[src/rtl/pe_noc_pkg.sv]
// Shared packet definitions for the PE / binary-tree switch network.
// Packet layout on the wire: {pad, dest, data}, dest starting at DEST_LSB.
package pe_noc_pkg;

    localparam int unsigned PKT_ADDR_W  = 2;
    localparam int unsigned PKT_DATA_W  = 32;
    localparam int unsigned PKT_TOTAL_W = 35;
    localparam int unsigned DEST_LSB    = PKT_DATA_W;

    typedef struct packed {
        logic [PKT_ADDR_W-1:0] dest;
        logic [PKT_DATA_W-1:0] data;
    } pkt_t;

    // Zero-extends a {dest, data} packet to the full wire width.
    function automatic logic [PKT_TOTAL_W-1:0] pack_pkt(input pkt_t p);
        return PKT_TOTAL_W'(p);
    endfunction

endpackage

[src/rtl/egress_fifo_mem.sv]
// Purpose: Depth x Width packet storage, one write port, one asynchronous read port.
// Latency: write lands at the clock edge; read data follows rd_addr combinationally.
// Backpressure: none here; the owner gates wr_en on its own full condition.
module egress_fifo_mem #(
    parameter int unsigned Depth = 8,
    parameter int unsigned Width = 35,
    parameter int unsigned AddrW = $clog2(Depth)
) (
    input  logic             clk,
    input  logic             wr_en,
    input  logic [AddrW-1:0] wr_addr,
    input  logic [Width-1:0] wr_data,
    input  logic [AddrW-1:0] rd_addr,
    output logic [Width-1:0] rd_data
);

    // Storage carries no reset; validity is tracked by the owner's occupancy.
    logic [Width-1:0] mem [Depth];

    always_ff @(posedge clk) begin
        if (wr_en) begin
            mem[wr_addr] <= wr_data;
        end
    end

    assign rd_data = mem[rd_addr];

endmodule

[src/rtl/pe_egress_buffer.sv]
// Purpose: elastic FWFT buffer from PE injection port to switch leaf; build option PE_EGRESS_BYPASS_EN.
// Latency: 1 cycle push-to-valid; 0 cycles through the idle bypass when PE_EGRESS_BYPASS_EN is defined.
// Backpressure: o_data_ready drops only when full, decoded from registered occupancy.
module pe_egress_buffer
    import pe_noc_pkg::*;
#(
    parameter int unsigned AddressWidth = PKT_ADDR_W,
    parameter int unsigned DataWidth    = PKT_DATA_W,
    parameter int unsigned TotalWidth   = PKT_TOTAL_W,
    parameter int unsigned FifoDepth    = 8,
    parameter int unsigned CountWidth   = 32
) (
    input  logic                         clk,
    input  logic                         rst,
    input  logic [TotalWidth-1:0]        i_data,
    input  logic                         i_data_valid,
    output logic                         o_data_ready,
    output logic [TotalWidth-1:0]        o_data,
    output logic                         o_data_valid,
    input  logic                         i_data_ready,
    output logic [AddressWidth-1:0]      o_dest,
    output logic [$clog2(FifoDepth):0]   o_occupancy,
    output logic [CountWidth-1:0]        o_pkt_count
);

    localparam int unsigned PtrW = $clog2(FifoDepth);
    localparam int unsigned OccW = PtrW + 1;
    localparam logic [OccW-1:0] OccFull = OccW'(FifoDepth);

    logic [PtrW-1:0]       wr_ptr;
    logic [PtrW-1:0]       rd_ptr;
    logic [OccW-1:0]       occ;
    logic [CountWidth-1:0] pkt_cnt;
    logic                  rdy_en;
    logic                  mem_vld;
    logic                  push;
    logic                  pop;
    logic                  wr_en;
    logic [TotalWidth-1:0] rd_data;

    // rdy_en keeps ready low through reset and the release cycle.
    assign mem_vld      = (occ != '0);
    assign o_data_ready = rdy_en && (occ != OccFull);
    assign push         = i_data_valid && o_data_ready;
    assign pop          = mem_vld && i_data_ready;

`ifdef PE_EGRESS_BYPASS_EN
    logic byp_vld;

    // Idle buffer presents the incoming packet directly; it is stored only if the switch stalls.
    assign byp_vld      = !mem_vld && rdy_en && i_data_valid;
    assign wr_en        = push && !(byp_vld && i_data_ready);
    assign o_data_valid = mem_vld || byp_vld;
    assign o_data       = mem_vld ? rd_data : (byp_vld ? i_data : '0);
`else
    assign wr_en        = push;
    assign o_data_valid = mem_vld;
    assign o_data       = mem_vld ? rd_data : '0;
`endif

    assign o_dest      = o_data[DataWidth +: AddressWidth];
    assign o_occupancy = occ;
    assign o_pkt_count = pkt_cnt;

    always_ff @(posedge clk or posedge rst) begin
        if (rst) begin
            wr_ptr  <= '0;
            rd_ptr  <= '0;
            occ     <= '0;
            pkt_cnt <= '0;
            rdy_en  <= 1'b0;
        end else begin
            rdy_en <= 1'b1;
            if (wr_en) begin
                wr_ptr <= wr_ptr + PtrW'(1);
            end
            if (pop) begin
                rd_ptr <= rd_ptr + PtrW'(1);
            end
            if (push) begin
                pkt_cnt <= pkt_cnt + CountWidth'(1);
            end
            case ({wr_en, pop})
                2'b10:   occ <= occ + OccW'(1);
                2'b01:   occ <= occ - OccW'(1);
                default: occ <= occ;
            endcase
        end
    end

    egress_fifo_mem #(
        .Depth (FifoDepth),
        .Width (TotalWidth)
    ) u_mem (
        .clk     (clk),
        .wr_en   (wr_en),
        .wr_addr (wr_ptr),
        .wr_data (i_data),
        .rd_addr (rd_ptr),
        .rd_data (rd_data)
    );

endmodule

[config.mk]
export PLATFORM = sky130hd
export DESIGN_NAME = pe_egress_buffer
export DESIGN_NICKNAME = d
export VERILOG_FILES = /design/src/rtl/pe_noc_pkg.sv /design/src/rtl/egress_fifo_mem.sv /design/src/rtl/pe_egress_buffer.sv
export SDC_FILE = /design/constraint.sdc
export NUM_CORES = 1
export LEC_CHECK = 0
export ABC_CLOCK_PERIOD_IN_PS = 6700
export CORE_MARGIN = 1
export CORE_UTILIZATION = 35
export DETAILED_ROUTE_END_ITERATION = 8
export PLACE_DENSITY = 0.57
export SYNTH_ARGS = -nofsm -noshare
export SYNTH_HDL_FRONTEND = slang
export SYNTH_SLANG_ARGS = --single-unit
[constraint.sdc]
create_clock -name clk -period 6.7 [get_ports clk]
set_clock_uncertainty 0.15 [all_clocks]
set_input_delay 1.675 -clock clk [delete_from_list [all_inputs] [get_ports clk]]
set_output_delay 1.675 -clock clk [all_outputs]
set_load 0.01 [all_outputs]
==> impl_metrics.ini <==
[outcome]
outcome = finished, violations left
violations_in_the_final_reports = design-rule violations

[logic_synthesis]
synthMostInstantiatedCell = sky130_fd_sc_hd__edfxtp_1
synth_largest_area_cell = sky130_fd_sc_hd__edfxtp_1
synth.lib_cells_used.distinct = 41
yosys-top-cells-count = sky130_fd_sc_hd__edfxtp_1, sky130_fd_sc_hd__mux4_2, sky130_fd_sc_hd__nor2_1
post_synth_instance_area_sq_mm = 0.0127
syn-mean-instance-area_sq_um = 20.0
postSynthNetCount = 681
synth_flop_cell = sky130_fd_sc_hd__edfxtp_1
async_flop_share_pct = 13.3
yosys_warnings = 0
synth-edff-count = 280
synth_largest_type_area_fraction_pct = 66.3
ys_ff_latch = 323
postSynthCellCount = 636
synth_seq_area_share_pct = 74.7
cell_types_with_the_largest_area_share_after_synthesis = sky130_fd_sc_hd__edfxtp_1, sky130_fd_sc_hd__mux4_2, sky130_fd_sc_hd__dfrtp_1, sky130_fd_sc_hd__mux2i_1, sky130_fd_sc_hd__xnor2_1

[routing]
drt_first_iter_violations = 396
routed-via-count = 6171
post_drt_via_cell_ratio = 4.91
drt_pass1_iterations = 6
drcViolationCount = 12
postRouteAntennaNets = 0
wire_per_inst_microns = 20.8
wl_microns = 26200

[layout]
fin_nets = 817
multi_input_comb_area_sq_mm = 0.00310
drive_above_1_share_pct = 19.6
seq_area_sq_mm = 0.00949
filler_cells_inserted = 3148
antennaDiodeCount = 0
finalCoreUtilization_pct = 43.6
area_growth_pct = 22.5

[clock_network]
post_cts.repair.setup_buffers = 0
cts_max_level = 2
clk_pin_slew_worst_setup_hold_paths_ps = 60
cts_hold_buffers = 0
clock_path_buffers = 3
worstSkewPairLatency_ps = 510
tritoncts_num_sinks = 323
cts_inserted_buffers = 36
clk_root_buffer_cell = sky130_fd_sc_hd__clkbuf_16
postCtsResizedCells = 0
cts_tree = yes

[floorplan]
die-height_microns = 192
initial_utilization_pct = 35.6
die_w_microns = 192
area_of_the_die_sq_mm = 0.0370
io_pins = 114
core_area_sq_mm = 0.0357
std_cell_rows = 69

[worst_setup_path]
critical_path.max_fanout = 41
critical_path_sink_type = output pin
worst_ep_required_time_ps = 4880
critical_path_arrival_ps = 3240
timing_worst_setup_path_type = reg -> out
ff2ff_path_depth = 5
worstSetupStartpointType = flip-flop

[pwr]
power_leakage_nw = 5.25
cell_internal_pwr_mw = 4.44
swShare_pct = 28.8
peakVddDrop_mv = 0.303
clock_power_share_pct = 28.8
power.switching_mw = 1.79
power_frac_comb_pct = 28.3
seq_power_share_pct = 42.9
power-per-cell-area_mw_per_mm2 = 401

[placement]
numPortBuffers = 113
dp_hpwl_microns = 15000
place_congestion = 0.716

[global_routing]
number_of_global_route_vias_before_repair = 6437
grt.overflow.total = 0
maximum_number_of_pins_on_one_net_before_global_route_repair = 56
antenna_found_initial = 1
global_route_usage_sum_pct = 14.5
grt_first_pass_wirelength_microns = 39100

[timing]
period_needed_ps = 5060
final.period_utilization_pct = 75.6
report.final.hold_viol_count = 0
max_fclk_mhz = 198
maxSlewHeadroom_pct = 22.8
grt_setup_unrepaired = no
totalNegativeSetupSlack_ps = 0
timing_worst_slew_pin_value_ps = 1160
setup_viol_count_final = 0
final-max-slew-violation-count = 0

[worst_hold_path]
whs_path_depth = 1
hp-class = reg -> reg

[flow_run]
max_cap_viol_count = 0
worst paths after layout:
check	endpoint	slack (ps)	from
worst max-delay path	o_data[3]	1640	rd_ptr[0]$_DFFE_PP0P_
worst min-delay path	o_pkt_count[31]$_DFFE_PP0P_	330	o_pkt_count[31]$_DFFE_PP0P_
worst max register to register	u_mem.mem[3][32]$_DFFE_PP_	3700	o_occupancy[1]$_DFFE_PP0P_
worst min register to register	o_pkt_count[31]$_DFFE_PP0P_	330	o_pkt_count[31]$_DFFE_PP0P_
max in group asynchronous	rd_ptr[2]$_DFFE_PP0P_	4270	rst
min in group asynchronous	o_pkt_count[31]$_DFFE_PP0P_	1320	rst
state kept, by name (all words and copies together), names as in the netlist:
signal and flops:
wr_ptr 3, o_occupancy 4, rd_ptr 3, u_mem.mem 280, rdy_en 1, o_pkt_count 32
area by class of cell:
type | instances | share of cell area [%]
Clock inverter | 15 | 0.579
Timing Repair Buffer | 127 | 8.27
Multi-Input combinational cell | 281 | 19.9
Inverter | 3 | 0.0724
Sequential cell | 323 | 61.1
Tap cell | 461 | 3.71
Clock buffer | 48 | 6.36
cell families after synthesis:
| kind of cell | after synthesis | share of synthesized area, % |
|---|---|---|
| AO/OA/AOI/OAI | 4 | 0.168 |
| XOR/XNOR | 40 | 2.76 |
| adder cells (fa/ha/maj) | 6 | 0.592 |
| buffers and inverters | 32 | 1.20 |
| flip-flops | 323 | 74.7 |
| multiplexers | 107 | 15.4 |
| other | 1 | 0.0296 |
| AND/OR/NAND/NOR | 123 | 5.14 |
per-layer routing:
layer	part of all wire, %	vias to the layer above	wire length, microns	GRT usage [%]
li1	-	2800	-	-
met1	45	3217	11800	19.7
met2	49	112	12800	23.6
met3	4.5	40	1180	2.82
met4	1.7	2	451	4.00
met5	0.042	-	11	0
power by group through the flow:
stage          logic, mW  registers [mW]  clock network (mW)
5_1_grt             1.91            2.71                1.94
6_report            1.76            2.67                1.80
3_5_place_dp        1.80            2.73                   0
2_1_floorplan       1.20            2.50                   0
3_3_place_gp        1.80            2.72                   0
4_1_cts             1.81            2.69                1.85
cells in the final DEF, fill, tap and decap left out, types with 2 or more instances in the layout:
master / count
sky130_fd_sc_hd__edfxtp_1: 280
sky130_fd_sc_hd__clkdlybuf4s50_1: 113
sky130_fd_sc_hd__mux4_2: 70
sky130_fd_sc_hd__nor2_1: 43
sky130_fd_sc_hd__dfrtp_1: 40
sky130_fd_sc_hd__clkbuf_16: 38
sky130_fd_sc_hd__mux2i_1: 35
sky130_fd_sc_hd__xnor2_1: 24
sky130_fd_sc_hd__nand2_1: 22
sky130_fd_sc_hd__xor2_1: 16
sky130_fd_sc_hd__nand3_1: 11
sky130_fd_sc_hd__nand4_1: 10
sky130_fd_sc_hd__clkbuf_1: 10
sky130_fd_sc_hd__buf_4: 10
sky130_fd_sc_hd__ha_1: 6
sky130_fd_sc_hd__clkinv_2: 6
sky130_fd_sc_hd__clkinv_1: 5
sky130_fd_sc_hd__and2_1: 4
sky130_fd_sc_hd__nor3_2: 4
sky130_fd_sc_hd__buf_12: 4
sky130_fd_sc_hd__nor3_1: 3
sky130_fd_sc_hd__nand3b_1: 3
sky130_fd_sc_hd__and3_2: 3
sky130_fd_sc_hd__nor2_4: 3
sky130_fd_sc_hd__nand2b_1: 3
sky130_fd_sc_hd__nor4b_1: 2
sky130_fd_sc_hd__a21oi_1: 2
sky130_fd_sc_hd__nor4_4: 2
sky130_fd_sc_hd__inv_1: 2
sky130_fd_sc_hd__dfrtp_4: 2
through the flow:
stage / area [sq um] / setup slack (ps) / cells / hold slack, ps / power [mW]
floorplan: 12700 / 615 / 636 / 358 / 3.70
global placement: 14500 / 2140 / 1195 / 312 / 4.52
detailed placement: 14500 / 2140 / 1195 / 320 / 4.53
CTS: 15500 / 1590 / 1258 / 334 / 6.35
global route: 15500 / 1420 / 1258 / 360 / 6.56
finish: 15500 / 1640 / 1258 / 326 / 6.23
critical path, stage by stage (launching register included):
cell,delay (ps)
sky130_fd_sc_hd__dfrtp_4,960
sky130_fd_sc_hd__buf_12,350
sky130_fd_sc_hd__mux4_2,540
sky130_fd_sc_hd__mux2i_1,180
sky130_fd_sc_hd__nor2_1,80
sky130_fd_sc_hd__clkdlybuf4s50_1,510
No activity file was read; power rests on OpenSTA's default activity.
